--- src/rtl/shared_res_pkg.sv ---
// -----------------------------------------------------------------------------
// shared_res_pkg
//
// Purpose : Shared types and helpers for the shared-resource controller.
//           Holds the controller state encoding and the width helper used to
//           size requester ids and the internal counters.
//
// Contents:
//   ctrl_state_t : OFF / WARMUP / READY / BUSY controller states
//   id_width()   : max(1, $clog2(n)), used for id and counter widths
// -----------------------------------------------------------------------------
package shared_res_pkg;

    typedef enum logic [1:0] {
        OFF    = 2'd0,
        WARMUP = 2'd1,
        READY  = 2'd2,
        BUSY   = 2'd3
    } ctrl_state_t;

    // $clog2 returns 0 for n<=1; every field needs at least one bit.
    function automatic int id_width(input int n);
        int w;
        w = $clog2(n);
        return (w < 1) ? 1 : w;
    endfunction

endpackage : shared_res_pkg

--- src/rtl/shared_res_ctrl_rr_pick.sv ---
// -----------------------------------------------------------------------------
// rr_pick
//
// Purpose : Combinational round-robin picker. The search starts at the
//           requester after last_id and ascends with wrap-around; the first
//           asserted request wins. A lone requester equal to last_id is picked
//           again because the search wraps all the way back to it.
//
// Ports:
//   req     in  [N_REQ-1:0] request vector
//   last_id in  [IDW-1:0]   index of the most recently released grantee
//   valid   out             at least one request is asserted
//   pick    out [IDW-1:0]   winning requester index (0 when !valid)
// -----------------------------------------------------------------------------
module rr_pick
    import shared_res_pkg::*;
#(
    parameter int N_REQ = 4,
    parameter int IDW   = id_width(N_REQ)
) (
    input  logic [N_REQ-1:0] req,
    input  logic [IDW-1:0]   last_id,
    output logic             valid,
    output logic [IDW-1:0]   pick
);

    // Two spare bits so last_id + N_REQ never overflows before the wrap.
    localparam int SW = IDW + 2;

    // rot[k] is the request of the requester k+1 positions after last_id;
    // slot_id[k] is that requester's absolute index.
    logic [N_REQ-1:0] rot;
    logic [IDW-1:0]   slot_id [N_REQ];

    genvar gi;
    generate
        for (gi = 0; gi < N_REQ; gi++) begin : g_slot
            logic [SW-1:0] sum;

            // last_id < N_REQ and gi+1 <= N_REQ, so a single subtract wraps.
            assign sum         = {2'b00, last_id} + SW'(gi + 1);
            assign slot_id[gi] = (sum >= SW'(N_REQ)) ? IDW'(sum - SW'(N_REQ))
                                                     : IDW'(sum);
            assign rot[gi]     = req[slot_id[gi]];
        end
    endgenerate

    // Scan from the far end so the nearest asserted slot overwrites the rest.
    always_comb begin
        valid = 1'b0;
        pick  = '0;
        for (int k = N_REQ - 1; k >= 0; k--) begin
            if (rot[k]) begin
                valid = 1'b1;
                pick  = slot_id[k];
            end
        end
    end

endmodule : rr_pick

--- src/rtl/shared_res_ctrl.sv ---
// -----------------------------------------------------------------------------
// shared_res_ctrl
//
// Purpose : Arbitrates N_REQ requesters onto a single ON/OFF resource. Powers
//           the resource up on the first request, waits WARMUP_CYC cycles,
//           then hands out round-robin grants limited to MAX_HOLD cycles each.
//           After IDLE_CYC request-free cycles in READY the resource is
//           switched off again.
//
// Ports:
//   clk    in                 system clock, rising edge
//   rst    in                 asynchronous active-high reset
//   req    in  [N_REQ-1:0]    level requests, held until granted and finished
//   gnt    out [N_REQ-1:0]    one-hot grant (registered)
//   gnt_id out [IDW-1:0]      index of the current grantee, 0 when idle
//   res_on out                resource enable (registered)
//   busy   out                high while the controller is in BUSY
// -----------------------------------------------------------------------------
module shared_res_ctrl
    import shared_res_pkg::*;
#(
    parameter int N_REQ      = 4,
    parameter int WARMUP_CYC = 3,
    parameter int IDLE_CYC   = 8,
    parameter int MAX_HOLD   = 16,
    parameter int IDW        = id_width(N_REQ)
) (
    input  logic             clk,
    input  logic             rst,
    input  logic [N_REQ-1:0] req,
    output logic [N_REQ-1:0] gnt,
    output logic [IDW-1:0]   gnt_id,
    output logic             res_on,
    output logic             busy
);

    localparam int WW = id_width(WARMUP_CYC);
    localparam int IW = id_width(IDLE_CYC);
    localparam int HW = id_width(MAX_HOLD);

    localparam logic [WW-1:0]    WCNT_LOAD = WW'(WARMUP_CYC - 1);
    localparam logic [IW-1:0]    ICNT_LAST = IW'(IDLE_CYC - 1);
    localparam logic [HW-1:0]    HCNT_LAST = HW'(MAX_HOLD - 1);
    localparam logic [IDW-1:0]   LAST_RST  = IDW'(N_REQ - 1);
    localparam logic [N_REQ-1:0] ONE_HOT0  = N_REQ'(1);

    // Registered state and outputs
    ctrl_state_t      state_q,  state_d;
    logic [WW-1:0]    wcnt_q,   wcnt_d;
    logic [IW-1:0]    icnt_q,   icnt_d;
    logic [HW-1:0]    hcnt_q,   hcnt_d;
    logic [IDW-1:0]   last_id_q, last_id_d;
    logic [N_REQ-1:0] gnt_q,    gnt_d;
    logic [IDW-1:0]   gnt_id_q, gnt_id_d;
    logic             res_on_q, res_on_d;
    logic             busy_q,   busy_d;

    // Round-robin arbitration
    logic             pick_valid;
    logic [IDW-1:0]   pick_id;

    rr_pick #(
        .N_REQ (N_REQ),
        .IDW   (IDW)
    ) u_rr_pick (
        .req     (req),
        .last_id (last_id_q),
        .valid   (pick_valid),
        .pick    (pick_id)
    );

    // Next-state logic
    always_comb begin
        state_d   = state_q;
        wcnt_d    = wcnt_q;
        icnt_d    = icnt_q;
        hcnt_d    = hcnt_q;
        last_id_d = last_id_q;
        gnt_d     = gnt_q;
        gnt_id_d  = gnt_id_q;
        res_on_d  = res_on_q;

        unique case (state_q)
            OFF: begin
                res_on_d = 1'b0;
                if (|req) begin
                    state_d  = WARMUP;
                    res_on_d = 1'b1;
                    wcnt_d   = WCNT_LOAD;
                end
            end

            // Warm-up runs to completion regardless of what req does.
            WARMUP: begin
                if (wcnt_q != '0) begin
                    wcnt_d = wcnt_q - 1'b1;
                end else begin
                    state_d = READY;
                    icnt_d  = '0;
                end
            end

            // A pending request always beats idle expiry on the same edge.
            READY: begin
                gnt_d    = '0;
                gnt_id_d = '0;
                if (pick_valid) begin
                    state_d  = BUSY;
                    gnt_d    = ONE_HOT0 << pick_id;
                    gnt_id_d = pick_id;
                    hcnt_d   = '0;
                    icnt_d   = '0;
                end else if (icnt_q == ICNT_LAST) begin
                    state_d  = OFF;
                    res_on_d = 1'b0;
                    icnt_d   = '0;
                end else begin
                    icnt_d = icnt_q + 1'b1;
                end
            end

            // Voluntary release and hold expiry share one exit path, so
            // both firing together is still a single move to READY.
            BUSY: begin
                if (!req[gnt_id_q] || (hcnt_q == HCNT_LAST)) begin
                    state_d   = READY;
                    gnt_d     = '0;
                    gnt_id_d  = '0;
                    last_id_d = gnt_id_q;
                    hcnt_d    = '0;
                end else begin
                    hcnt_d = hcnt_q + 1'b1;
                end
            end

            default: begin
                state_d  = OFF;
                gnt_d    = '0;
                gnt_id_d = '0;
                res_on_d = 1'b0;
            end
        endcase

        busy_d = (state_d == BUSY);
    end

    // State registers
    always_ff @(posedge clk or posedge rst) begin
        if (rst) begin
            state_q   <= OFF;
            wcnt_q    <= '0;
            icnt_q    <= '0;
            hcnt_q    <= '0;
            last_id_q <= LAST_RST;
            gnt_q     <= '0;
            gnt_id_q  <= '0;
            res_on_q  <= 1'b0;
            busy_q    <= 1'b0;
        end else begin
            state_q   <= state_d;
            wcnt_q    <= wcnt_d;
            icnt_q    <= icnt_d;
            hcnt_q    <= hcnt_d;
            last_id_q <= last_id_d;
            gnt_q     <= gnt_d;
            gnt_id_q  <= gnt_id_d;
            res_on_q  <= res_on_d;
            busy_q    <= busy_d;
        end
    end

    assign gnt    = gnt_q;
    assign gnt_id = gnt_id_q;
    assign res_on = res_on_q;
    assign busy   = busy_q;

endmodule : shared_res_ctrl

--- config.mk ---
export PLATFORM = sky130hd
export DESIGN_NAME = shared_res_ctrl
export DESIGN_NICKNAME = d
export VERILOG_FILES = /design/src/rtl/shared_res_pkg.sv /design/src/rtl/shared_res_ctrl_rr_pick.sv /design/src/rtl/shared_res_ctrl.sv
export SDC_FILE = /design/constraint.sdc
export NUM_CORES = 1
export LEC_CHECK = 0
export CORE_ASPECT_RATIO = 1.5
export CORE_UTILIZATION = 31
export DETAILED_ROUTE_END_ITERATION = 12
export PLACE_DENSITY = 0.57
export SLEW_MARGIN = 20
export SYNTH_ARGS = -nofsm -noshare
export SYNTH_HDL_FRONTEND = slang
export SYNTH_SLANG_ARGS = --single-unit
--- constraint.sdc ---
create_clock -name clk -period 4.8 [get_ports clk]
set_input_delay 1.44 -clock clk [delete_from_list [all_inputs] [get_ports clk]]
set_output_delay 1.44 -clock clk [all_outputs]
set_load 0.02 [all_outputs]
# Yosys cells after proc, flatten, opt, wreduce, memory -nomap -nowiden
# Index checks and enable logic that the tools add are counted.
# word_totals
elab_cells	106
regBits	21
inputBits	6
output_inout_bits	8
# classes
shift	1
magnitude_cmp	9
eq_ne	13
n_mux	48
n_reduce_logical	15
add_sub_neg	11
# op_table
op	count
2-bit two-way mux	17
4-bit two-way mux	4
4-bit case mux with 2 select lines	2
2-bit by 3-bit < comparator with 1-bit output, second input constant	5
2-bit != test, second input constant	7
1-bit two-way mux	12
1-bit binary-select mux with 2-bit select	5
2-bit nonzero test	5
2-bit by 1-bit subtractor with 2-bit output, second input constant	5
3-bit greater-or-equal comparator, second input constant	3
3-bit two-way mux	3
2-bit case mux with 2 select lines	2
2-bit case mux with 4 select lines	1
2-bit AND reduction	4
2-bit by 2-bit adder with 3-bit output, second input constant	2
2-bit equality test, second input constant	3
3-bit case mux with 2 select lines	1
3-bit AND reduction	2
2-bit by 3-bit adder with 4-bit output, second input constant	1
4-bit by 1-bit adder with 4-bit output, second input constant	1
4-bit equality test, second input constant	1
4-bit by 3-bit greater-or-equal comparator with 1-bit output, second input constant	1
4-bit OR reduction	1
1-bit by 2-bit << shifter with 4-bit output, first input constant	1
other kinds (8)	8

# Depth between registers and ports, before layout
# Gate-level depths: netlist of run 1.
# depth
depth_word	12
ltp_mapped	5
depth_no_buf	5

# Cells and area by module
# Synthesis of run 1 repeated with hierarchy kept, for this count alone.
# hier_totals
cells_unflattened	123
hier_area_um2	1179.9
# modules_own_cells
module	seq_area_each_um2	cells_each	instances	area_each_um2
shared_res_ctrl	528.0	109	1	1088.5
rr_pick	0.0	14	1	91.3

# Worst setup path after synthesis of run 1
# OpenSTA, ideal clock, no wires.
# synth_path
path_kind	input to register
start	in req[3]
end	reg last_id_q[0]
t_arrival_ps	2550
setup_ps	82
setup_slack_ps	2168
path_stages	4
cell_sequence	mux4_2 > and2_4 > nor3_4 > mux2_2
# synth_between
elab_chain_cells	5
# synth_rtl
element	line_no	text
start, declared	shared_res_ctrl.sv:30	input logic [N_REQ-1:0] req,
1-bit binary-select mux with 2-bit select	shared_res_ctrl.sv:125	if (!req[gnt_id_q] || (hcnt_q == HCNT_LAST)) begin
1-bit two-way mux (implied by the code)	shared_res_ctrl.sv:125	
1-bit zero test	shared_res_ctrl.sv:125	
1-bit logical OR	shared_res_ctrl.sv:125	
2-bit AND reduction (no line)	--	
end signal, assigned	shared_res_ctrl.sv:164	last_id_q <= last_id_d;
end, declared	shared_res_ctrl.sv:52	logic [IDW-1:0] last_id_q, last_id_d;
# No other way between the ends. The select of a mux whose other input is x is not followed.
# A chain may end at the register's enable or synchronous reset.

# Worst setup path in the final report of run 1
# layout_path
start	in req[3]
end	reg last_id_q[1]
# Same word-level chain as after synthesis.

==> results of run 1 <==
power by group through the flow:
stage	sequential, µW	clock [µW]	combinational [µW]
finish	311	114	299
global placement	310	0	293
global route	321	125	330
CTS	312	116	304
floorplan	320	0	182
detailed placement	313	0	304
per-stage QoR:
stage	power, µW	cell area [µm²]	hold slack, ns	util, %
after detailed placement	617	1260	0.476	37.3
after global placement	604	1260	0.471	37.3
after floorplan	502	1090	0.476	-
final	724	1310	0.486	38.6
after global routing	775	1310	0.521	38.6
after CTS	732	1310	0.496	38.6
layer usage:
metal  GRT usage (%)  routed length (µm)
met3            1.43                  56
met1            17.6                1030
met4            6.48                  17
met2            23.4                1230
met5               0                   0
synth_stat cells (2+ instances only):
master and number:
mux2_2 2, nand2_1 13, clkbuf_1 2, nor3_1 2, inv_1 7, o21ai_0 10
nand2b_1 4, dfstp_2 2, a22oi_1 2, ha_1 4, a22o_1 2, nor2b_1 2
mux2i_1 2, a32o_1 3, dfrtp_1 19, a21oi_1 10, nor2_1 7, nand3_1 3
kinds of logic after synthesis:
logic type,Yosys count
adders and majority gates,4
xor gates and xnor gates,1
buffers and inverters,9
AOI/OAI and AO/OA,33
DFF,21
muxes,5
and+or+nand+nor,37
area by class of cell:
type | instances | area (µm²) | share of cell area, %
well taps | 42 | 52.6 | 4.02
flip-flops and latches | 21 | 528 | 40.4
inverters | 7 | 26.3 | 2.01
repair buffers | 13 | 130 | 9.95
multi-input cells | 80 | 526 | 40.2
clock buffers | 4 | 45.0 | 3.44
cell usage in the layout, fill, tap and decap left out, types with 3 or more instances in the layout:
master / synthesis / routed
dfrtp_1: 19 / 19
nand2_1: 13 / 13
clkdlybuf4s50_1: 0 / 13
a21oi_1: 10 / 10
o21ai_0: 10 / 10
inv_1: 7 / 7
nor2_1: 7 / 7
nand2b_1: 4 / 4
ha_1: 4 / 4
nand3_1: 3 / 3
a32o_1: 3 / 3
clkbuf_8: 0 / 3
path summary, 6_finish.rpt:
kind                            slack, ns  depth (start not counted)            to      start
worst max-delay path                 1.83                          5  last_id_q[1]     req[3]
worst min-delay path                 0.49                          2        gnt[0]     gnt[0]
worst max register to register       3.05                          4  last_id_q[1]  gnt_id[0]
worst min register to register       0.49                          2        gnt[0]     gnt[0]
max in group asynchronous            2.68                          2     wcnt_q[0]        rst
min in group asynchronous            1.63                          2        gnt[0]        rst
state kept, by name (all words and copies together) (netlist names):
| signal | cells |
|---|---|
| busy | 1 |
| gnt | 4 |
| gnt_id | 2 |
| hcnt_q | 4 |
| icnt_q | 3 |
| last_id_q | 2 |
| res_on | 1 |
| state_q | 2 |
| wcnt_q | 2 |
worst max-delay path: stages:
cell	delay, ns
clkdlybuf4s50_1	0.50
mux4_2	0.54
and2_4	0.19
nor3_4	0.13
mux2_2	0.35
==> metrics, run 1 <==
DRC 0; Die H 74.5 µm; post-synth top area share 43.7%; Syn Inst Count 110; MaxCap Viol Count 0; ys flop type dfrtp_1; HP Class register to register; worst-path fanout max 7; vias 875; Setup TNS 0 ns; die area 3750 µm²; Die Wd 50.4 µm; RSZ-0062 raised after global routing no; kind of critical path input port to register; Area Overhead vs Synth 20.3%; Post-synth ARST share 100%; CTS tree built; Core Footprint 3380 µm²; initial antenna violation count 0; fmax 337 MHz; first-pass GRT wire length 3.93 mm; Placer Congestion 0.729; syn nets 120; total global-route track usage 13.8%; Worst-Margin Slew 0.789 ns; drt total wl 2.33 mm; Synth area leader dfrtp_1; Clock Skews 0.00141 ns; run status complete, no violations; Post-CTS Hold Fix Bufs 0; fin crit period 2.97 ns; simple-gate area share of the yosys netlist 17.6%; grt ovf 0; P_leak 0.000564 µW; Initial Utilization 32.1%; vias in the first global route 851; Seq/Total Area, Yosys 48.6%; sequential power share 42.9%; clock tree buffer depth 2; via/cell ratio 5.24; number of synthesized flops with an enable pin 0; total setup buffers inserted after CTS 0; pwr/cell area 554 nW/µm²; Compound-Gate Fraction of Synth Area 19.3%; worst path required time 4.99 ns; IO buf count 13; final hold violation count 0; post-synth cell types 32; WP data arrival 3.16 ns; Period Utilization, post-route 61.9%; Final ANT Viol Nets 0; xor/xnor share of the synthesized area 0.806%; layout cell share with drive strength beyond 1 9.60%; # setup viols final 0; switching share of power 38.4%; Critical Path Source Type input port; PostCTS Resize Cnt 0; Post-Syn Area per Cell 9.88 µm²; nets 136; critical path capture point type register; final worst slack 1.83 ns; combinational fraction of design power 41.3%; clk_lat worst skew 0.25 ns; #FFs+latches synth 21; Sw Pwr 278 µW; Filler cells 359; synthesized-area fraction occupied by adder cells 4.60%; detailed-placement wirelength estimate 1.78 mm; Sink Count 21; top-level I/O count 14; DRT iter0 DRCs 39; post-place setup slack 1.57 ns; Clk network pwr share 15.8%; DR WL/cell 14.0 µm; main combinational cell family by area after synthesis compound AO/OA/AOI/OAI gates; mapped cell area 1090 µm²; pin count of the biggest net entering global routing 22; ANT cells 0; max_slew headroom 47.3%; Max Slew Vio Count 0; Synth area leaders dfrtp_1 (44%), dfstp_2 (4.8%), a21oi_1 (4.6%); clock slew at reported path FFs 0.07 ns; YS warnings 0; CTS root buf clkbuf_8; Int Pwr 446 µW; FP Rows 26; mux contribution to synthesized area 5.98%; router iterations before antenna repair 4; CTS Buf Count 3; Worst VDD drop 0.000276 V; Post-Layout Cell Count 167; placed insts 163; Clock H-tree levels 1
Note: power is estimated with default switching activity, not from simulation.
==> run 2, diff against run 1 <==
--- a/config.mk
+++ b/config.mk
@@ -8,7 +8,7 @@
 export CORE_ASPECT_RATIO = 1.5
 export CORE_UTILIZATION = 31
 export DETAILED_ROUTE_END_ITERATION = 12
-export PLACE_DENSITY = 0.57
+export PLACE_DENSITY = 0.59
 export SLEW_MARGIN = 20
 export SYNTH_ARGS = -nofsm -noshare
 export SYNTH_HDL_FRONTEND = slang
==> constraint.sdc (replaced) <==
create_clock -name clk -period 2.6 [get_ports clk]
set_input_delay 0.78 -clock clk [delete_from_list [all_inputs] [get_ports clk]]
set_output_delay 0.78 -clock clk [all_outputs]
set_load 0.02 [all_outputs]
==> run 2 against run 1 <==
Power increased by 86%. Setup slack worse by 1.5 ns. Design area increased by 2.3%. Non-clock buffer count up 4. Highest routed layer unchanged.
==> metrics, run 2 (synthesized netlist as in run 1, its figures left out) <==
CTS tree built (unchanged); pin count of the biggest net entering global routing 22 (unchanged); fmax 440 MHz; Crit Reg-Reg Startpoint gnt_id[0] (unchanged); WP data arrival 2.47 ns (was 3.16 ns); P_leak 0.000584 µW (was 0.000564 µW); Crit path max-delay family multiplexers (unchanged); layout cell share with drive strength beyond 1 12.4% (was 9.60%); RSZ-0062 raised after global routing no (unchanged); final hold violation count 0 (unchanged); Worst VDD drop 0.000458 V (was 0.000276 V); total setup buffers inserted after CTS 0 (unchanged); pwr/cell area 1010 nW/µm² (was 554 nW/µm²); met1 WL 1.00 mm (was 1.03 mm); WHS 0.495 ns (was 0.486 ns); Crit path largest cell delay 0.52 ns (was 0.54 ns); drt total wl 2.46 mm (was 2.33 mm); top layer in use met4 (unchanged); PostCTS Resize Cnt 0 (unchanged); DRT iter0 DRCs 16 (was 39); kind of critical path input port to register (unchanged); Critical Path Source Type input port (unchanged); Post-CTS Hold Fix Bufs 0 (unchanged); most frequent cells in the layout dfrtp_1 (19), nand2_1 (13), clkdlybuf4s50_1 (13), a21oi_1 (10), o21ai_0 (10) (unchanged); die area 3750 µm² (unchanged); fin crit period 2.27 ns; worst-path fanout max 6 (was 7); max_slew headroom 70.3% (was 47.3%); commonest non-fill, non-tap cell in the layout dfrtp_1 (unchanged); Clock H-tree levels 1 (unchanged); via/cell ratio 5.38 (was 5.24); Area Overhead vs Synth 23.0% (was 20.3%); worst path required time 2.79 ns (was 4.99 ns); # setup viols final 0 (unchanged); WHS Path Cells 2 (unchanged); MaxCap Viol Count 0 (unchanged); Die Wd 50.4 µm (unchanged); Period Utilization, post-route 87.5%; Die H 74.5 µm (unchanged); met3 wire len 65 µm (was 56 µm); CTS root buf clkbuf_8 (unchanged); critical path buffer and inverter count 1 (unchanged); FP Rows 26 (unchanged); Final ANT Viol Nets 0 (unchanged); Initial Utilization 32.1% (unchanged); IO buf count 13 (unchanged); hold_sp gnt[0] (unchanged); Placer Congestion 0.717 (was 0.729); top-level I/O count 14 (unchanged); cells along the critical path clkdlybuf4s50_1 > mux4_2 > and2_4 > nor3_4 > mux2_2 (unchanged); Max Slew Vio Count 0 (unchanged); DRC 0 (unchanged); hold worst-path end gnt[0] (unchanged); vias 920 (was 875); Core Footprint 3380 µm² (unchanged); Setup TNS 0 ns (unchanged); run status complete, no violations (unchanged); clock slew at reported path FFs 0.08 ns (was 0.07 ns); router iterations before antenna repair 4 (unchanged); detailed-placement wirelength estimate 1.88 mm (was 1.78 mm); nets 140 (was 136); DR WL/cell 14.4 µm (was 14.0 µm); clk_lat worst skew 0.26 ns (was 0.25 ns); initial antenna violation count 0 (unchanged); vias in the first global route 903 (was 851); ANT cells 0 (unchanged); Clock Skews 0.00714 ns (was 0.00141 ns); Worst-Margin Slew 0.442 ns (was 0.789 ns); Post-Layout Cell Count 171 (was 167); CTS Buf Count 3 (unchanged); total global-route track usage 14.3% (was 13.8%); placed insts 167 (was 163); RR Endpoint last_id_q[0] (was last_id_q[1]); CP max-delay cell mux4_2 (unchanged); clock tree buffer depth 2 (unchanged); worst-case reg-to-reg path depth 4 (unchanged); DR WL met2 1.37 mm (was 1.23 mm); Sink Count 21 (unchanged); first-pass GRT wire length 4.02 mm (was 3.93 mm); HP Class register to register (unchanged); grt ovf 0 (unchanged); reg2reg setup slack 0.89 ns (was 3.05 ns); critical path capture point type register (unchanged)
## run 2: cell type report
class,count,area (µm²)
clock buffer,4,45.0
fill,365,2050
inverter,7,26.3
multi-input combinational,80,526
sequential,21,528
tap,42,52.6
timing repair buffer,17,160
## run 2: stage by stage
step           cell area, µm²  util (%)  power [µW]  setup slack (ns)
2_1_floorplan            1090         -         927             0.628
5_1_grt                  1340      39.5        1450             0.254
4_1_cts                  1340      39.5        1360             0.327
3_5_place_dp             1290      38.2        1140            0.0487
6_report                 1340      39.5        1350             0.326
3_3_place_gp             1290      38.2        1120             0.100
## run 2: worst reg2reg max path, stage by stage (launching register included)
cell,delay [ns]
dfrtp_1,0.42
mux4_2,0.55
and2_4,0.19
nor3_4,0.13
mux2_2,0.35
## run 2: how the worst max path moves through the flow
stage	from	end	slack [ns]	cells after the start
6_report	req[1]	last_id_q[0]	0.33	5
5_1_grt	req[2]	icnt_q[0]	0.25	6
4_1_cts	req[1]	last_id_q[1]	0.33	5
3_5_place_dp	req[1]	last_id_q[0]	0.05	5
3_3_place_gp	req[1]	last_id_q[0]	0.1	5
2_1_floorplan	req[3]	last_id_q[0]	0.63	4
## run 2: routing by layer
layer,global-route usage (%),vias up
li1,-,435
met1,15.6,464
met2,27.3,17
met3,2.25,4
met4,5.56,0
met5,0,-
## run 2: where the power goes
| group | internal [µW] | switching [µW] |
|---|---|---|
| registers | 453 | 120 |
| clock network | 109 | 106 |
| logic | 266 | 294 |
| total | 828 | 520 |
==> run 3, diff against run 2 <==
--- a/config.mk
+++ b/config.mk
@@ -5,9 +5,10 @@
 export SDC_FILE = /design/constraint.sdc
 export NUM_CORES = 1
 export LEC_CHECK = 0
-export CORE_ASPECT_RATIO = 1.5
 export CORE_UTILIZATION = 31
+export CTS_CLUSTER_DIAMETER = 100
 export DETAILED_ROUTE_END_ITERATION = 12
+export GPL_ROUTABILITY_DRIVEN = 0
 export PLACE_DENSITY = 0.59
 export SLEW_MARGIN = 20
 export SYNTH_ARGS = -nofsm -noshare
==> run 3 against run 2 <==
Maximum frequency grew 2.6%. Sequential power is essentially flat. Clock skew shrank 0.0039 ns. Worst hold slack gained 0.0096 ns. Combinational power shrank 1%. Sequential share of layout area grew 0.15 points. Utilization grew 0.40 points. Setup slack gained 0.057 ns. Die area shrank 0.13%. Sequential cell count is the same. Global-route usage shrank 0.80 points. Critical endpoint unchanged.
==> metrics, run 3 (synthesized netlist as in run 1, its figures left out) <==
IO buf count 13 (unchanged); Sw Pwr 516 µW (was 520 µW); hold_sp gnt[0] (unchanged); final worst slack 0.383 ns (was 0.326 ns); FP Rows 21 (was 26); fin crit period 2.22 ns (was 2.27 ns); worst path required time 2.86 ns (was 2.79 ns); Max Slew Vio Count 0 (unchanged); most frequent cells in the layout dfrtp_1 (19), nand2_1 (13), clkdlybuf4s50_1 (13), a21oi_1 (10), o21ai_0 (10) (unchanged); DRC 0 (unchanged); commonest non-fill, non-tap cell in the layout dfrtp_1 (unchanged); Period Utilization, post-route 85.3% (was 87.5%); P_leak 0.000584 µW (about the same); max_slew headroom 70.7% (was 70.3%); placed insts 172 (was 167); first-pass GRT wire length 3.71 mm (was 4.02 mm); Sink Count 21 (unchanged); Die H 61.2 µm (was 74.5 µm); Clk network pwr share 13.0% (was 15.9%); reg2reg setup slack 0.85 ns (was 0.89 ns); WHS Path Cells 2 (unchanged); Post-CTS Hold Fix Bufs 0 (unchanged); worst-case reg-to-reg path depth 4 (unchanged); CTS tree built (unchanged); Crit Reg-Reg Startpoint gnt_id[0] (unchanged); Critical Path Source Type input port (unchanged); CTS Buf Count 3 (unchanged); fmax 451 MHz (was 440 MHz); # setup viols final 0 (unchanged); Crit path largest cell delay 0.53 ns (was 0.52 ns); CP max-delay cell mux4_2 (unchanged); Worst-Margin Slew 0.439 ns (was 0.442 ns); HP Class register to register (unchanged); Core Footprint 3340 µm² (was 3380 µm²); clock slew at reported path FFs 0.13 ns (was 0.08 ns); nets 141 (was 140); vias 904 (was 920); Final ANT Viol Nets 0 (unchanged); via/cell ratio 5.14 (was 5.38); Clock H-tree levels 1 (unchanged); total global-route track usage 13.5% (was 14.3%); MaxCap Viol Count 0 (unchanged); vias in the first global route 827 (was 903); Initial Utilization 32.6% (was 32.1%); top-level I/O count 14 (unchanged); Clock Skews 0.00328 ns (was 0.00714 ns); DRT iter0 DRCs 28 (was 16); Setup TNS 0 ns (unchanged); worst-path fanout max 5 (was 6); final hold violation count 0 (unchanged); detailed-placement wirelength estimate 1.76 mm (was 1.88 mm); RSZ-0062 raised after global routing no (unchanged); pwr/cell area 970 nW/µm² (was 1010 nW/µm²); clk_lat worst skew 0.32 ns (was 0.26 ns); ANT cells 0 (unchanged); initial antenna violation count 0 (unchanged); kind of critical path input port to register (unchanged); WP data arrival 2.48 ns (was 2.47 ns); drt total wl 2.34 mm (was 2.46 mm); cells along the critical path clkdlybuf4s50_1 > mux4_2 > and2_4 > nor3_4 > mux2_2 (unchanged); DR WL/cell 13.3 µm (was 14.4 µm); layout cell share with drive strength beyond 1 13.8% (was 12.4%); PostCTS Resize Cnt 0 (unchanged); Int Pwr 777 µW (was 828 µW); pin count of the biggest net entering global routing 22 (unchanged); die area 3750 µm² (about the same); total setup buffers inserted after CTS 0 (unchanged); post-place setup slack 0.0425 ns (was 0.0487 ns); hold worst-path end gnt[0] (unchanged); sequential power share 44.1% (was 42.5%); WHS 0.505 ns (was 0.495 ns); RR Endpoint last_id_q[0] (unchanged); switching share of power 39.9% (was 38.6%); CTS root buf clkbuf_4 (was clkbuf_8); clock tree buffer depth 2 (unchanged); router iterations before antenna repair 5 (was 4); Post-Layout Cell Count 176 (was 171); Worst VDD drop 0.000190 V (was 0.000458 V); Area Overhead vs Synth 22.6% (was 23.0%); combinational fraction of design power 42.9% (was 41.6%); Die Wd 61.2 µm (was 50.4 µm); run status complete, no violations (unchanged); critical path capture point type register (unchanged); grt ovf 0 (unchanged)
-- run 3: changes by cell type in the layout (fill, tap and decap cells not counted), sizes merged --
cell | before | now
clkbuf | 4 | 3
clkinv | 0 | 1
buf | 4 | 5
-- run 3: cell type report --
type | count | area (µm²)
Clock buffer | 3 | 22.5
Multi-Input combinational cell | 80 | 526
Fill cell | 345 | 2000
Timing Repair Buffer | 18 | 168
Tap cell | 46 | 57.6
Clock inverter | 1 | 5.00
Sequential cell | 21 | 528
Inverter | 7 | 26.3
-- run 3: metrics by stage --
step                area, µm²  power (µW)  util [%]
floorplan                1090         927         -
global placement         1310        1120      39.1
detailed placement       1310        1130      39.1
CTS                      1330        1300      39.9
global route             1330        1390      39.9
finish                   1330        1290      39.9
-- run 3: power groups by stage --
stage | registers (µW) | logic [µW] | clock network [µW]
global placement | 572 | 545 | 0
floorplan | 591 | 336 | 0
CTS | 569 | 559 | 173
finish | 571 | 554 | 168
detailed placement | 576 | 558 | 0
global route | 589 | 621 | 181
-- run 3: critical path: cells and delay by family --
kind / cells / cell delay, ns
mux: 2 / 0.88
simple gates: 2 / 0.32
buf+inv: 1 / 0.50
-- run 3: worst max-delay path by stage --
stage	start	to	slack, ns	cells past startpoint
after floorplan	req[3]	last_id_q[0]	0.63	4
after global placement	req[0]	last_id_q[0]	0.11	5
after detailed placement	req[0]	last_id_q[0]	0.04	5
after CTS	req[0]	last_id_q[0]	0.40	5
after global routing	req[2]	icnt_q[0]	0.33	6
final	req[0]	last_id_q[0]	0.38	5
-- run 3: routing by layer --
| layer | track usage [%] | wire [µm] |
|---|---|---|
| met5 | 0 | 0 |
| met3 | 1.89 | 57 |
| met4 | 5.84 | 49 |
| met1 | 16.3 | 1040 |
| met2 | 23.9 | 1200 |
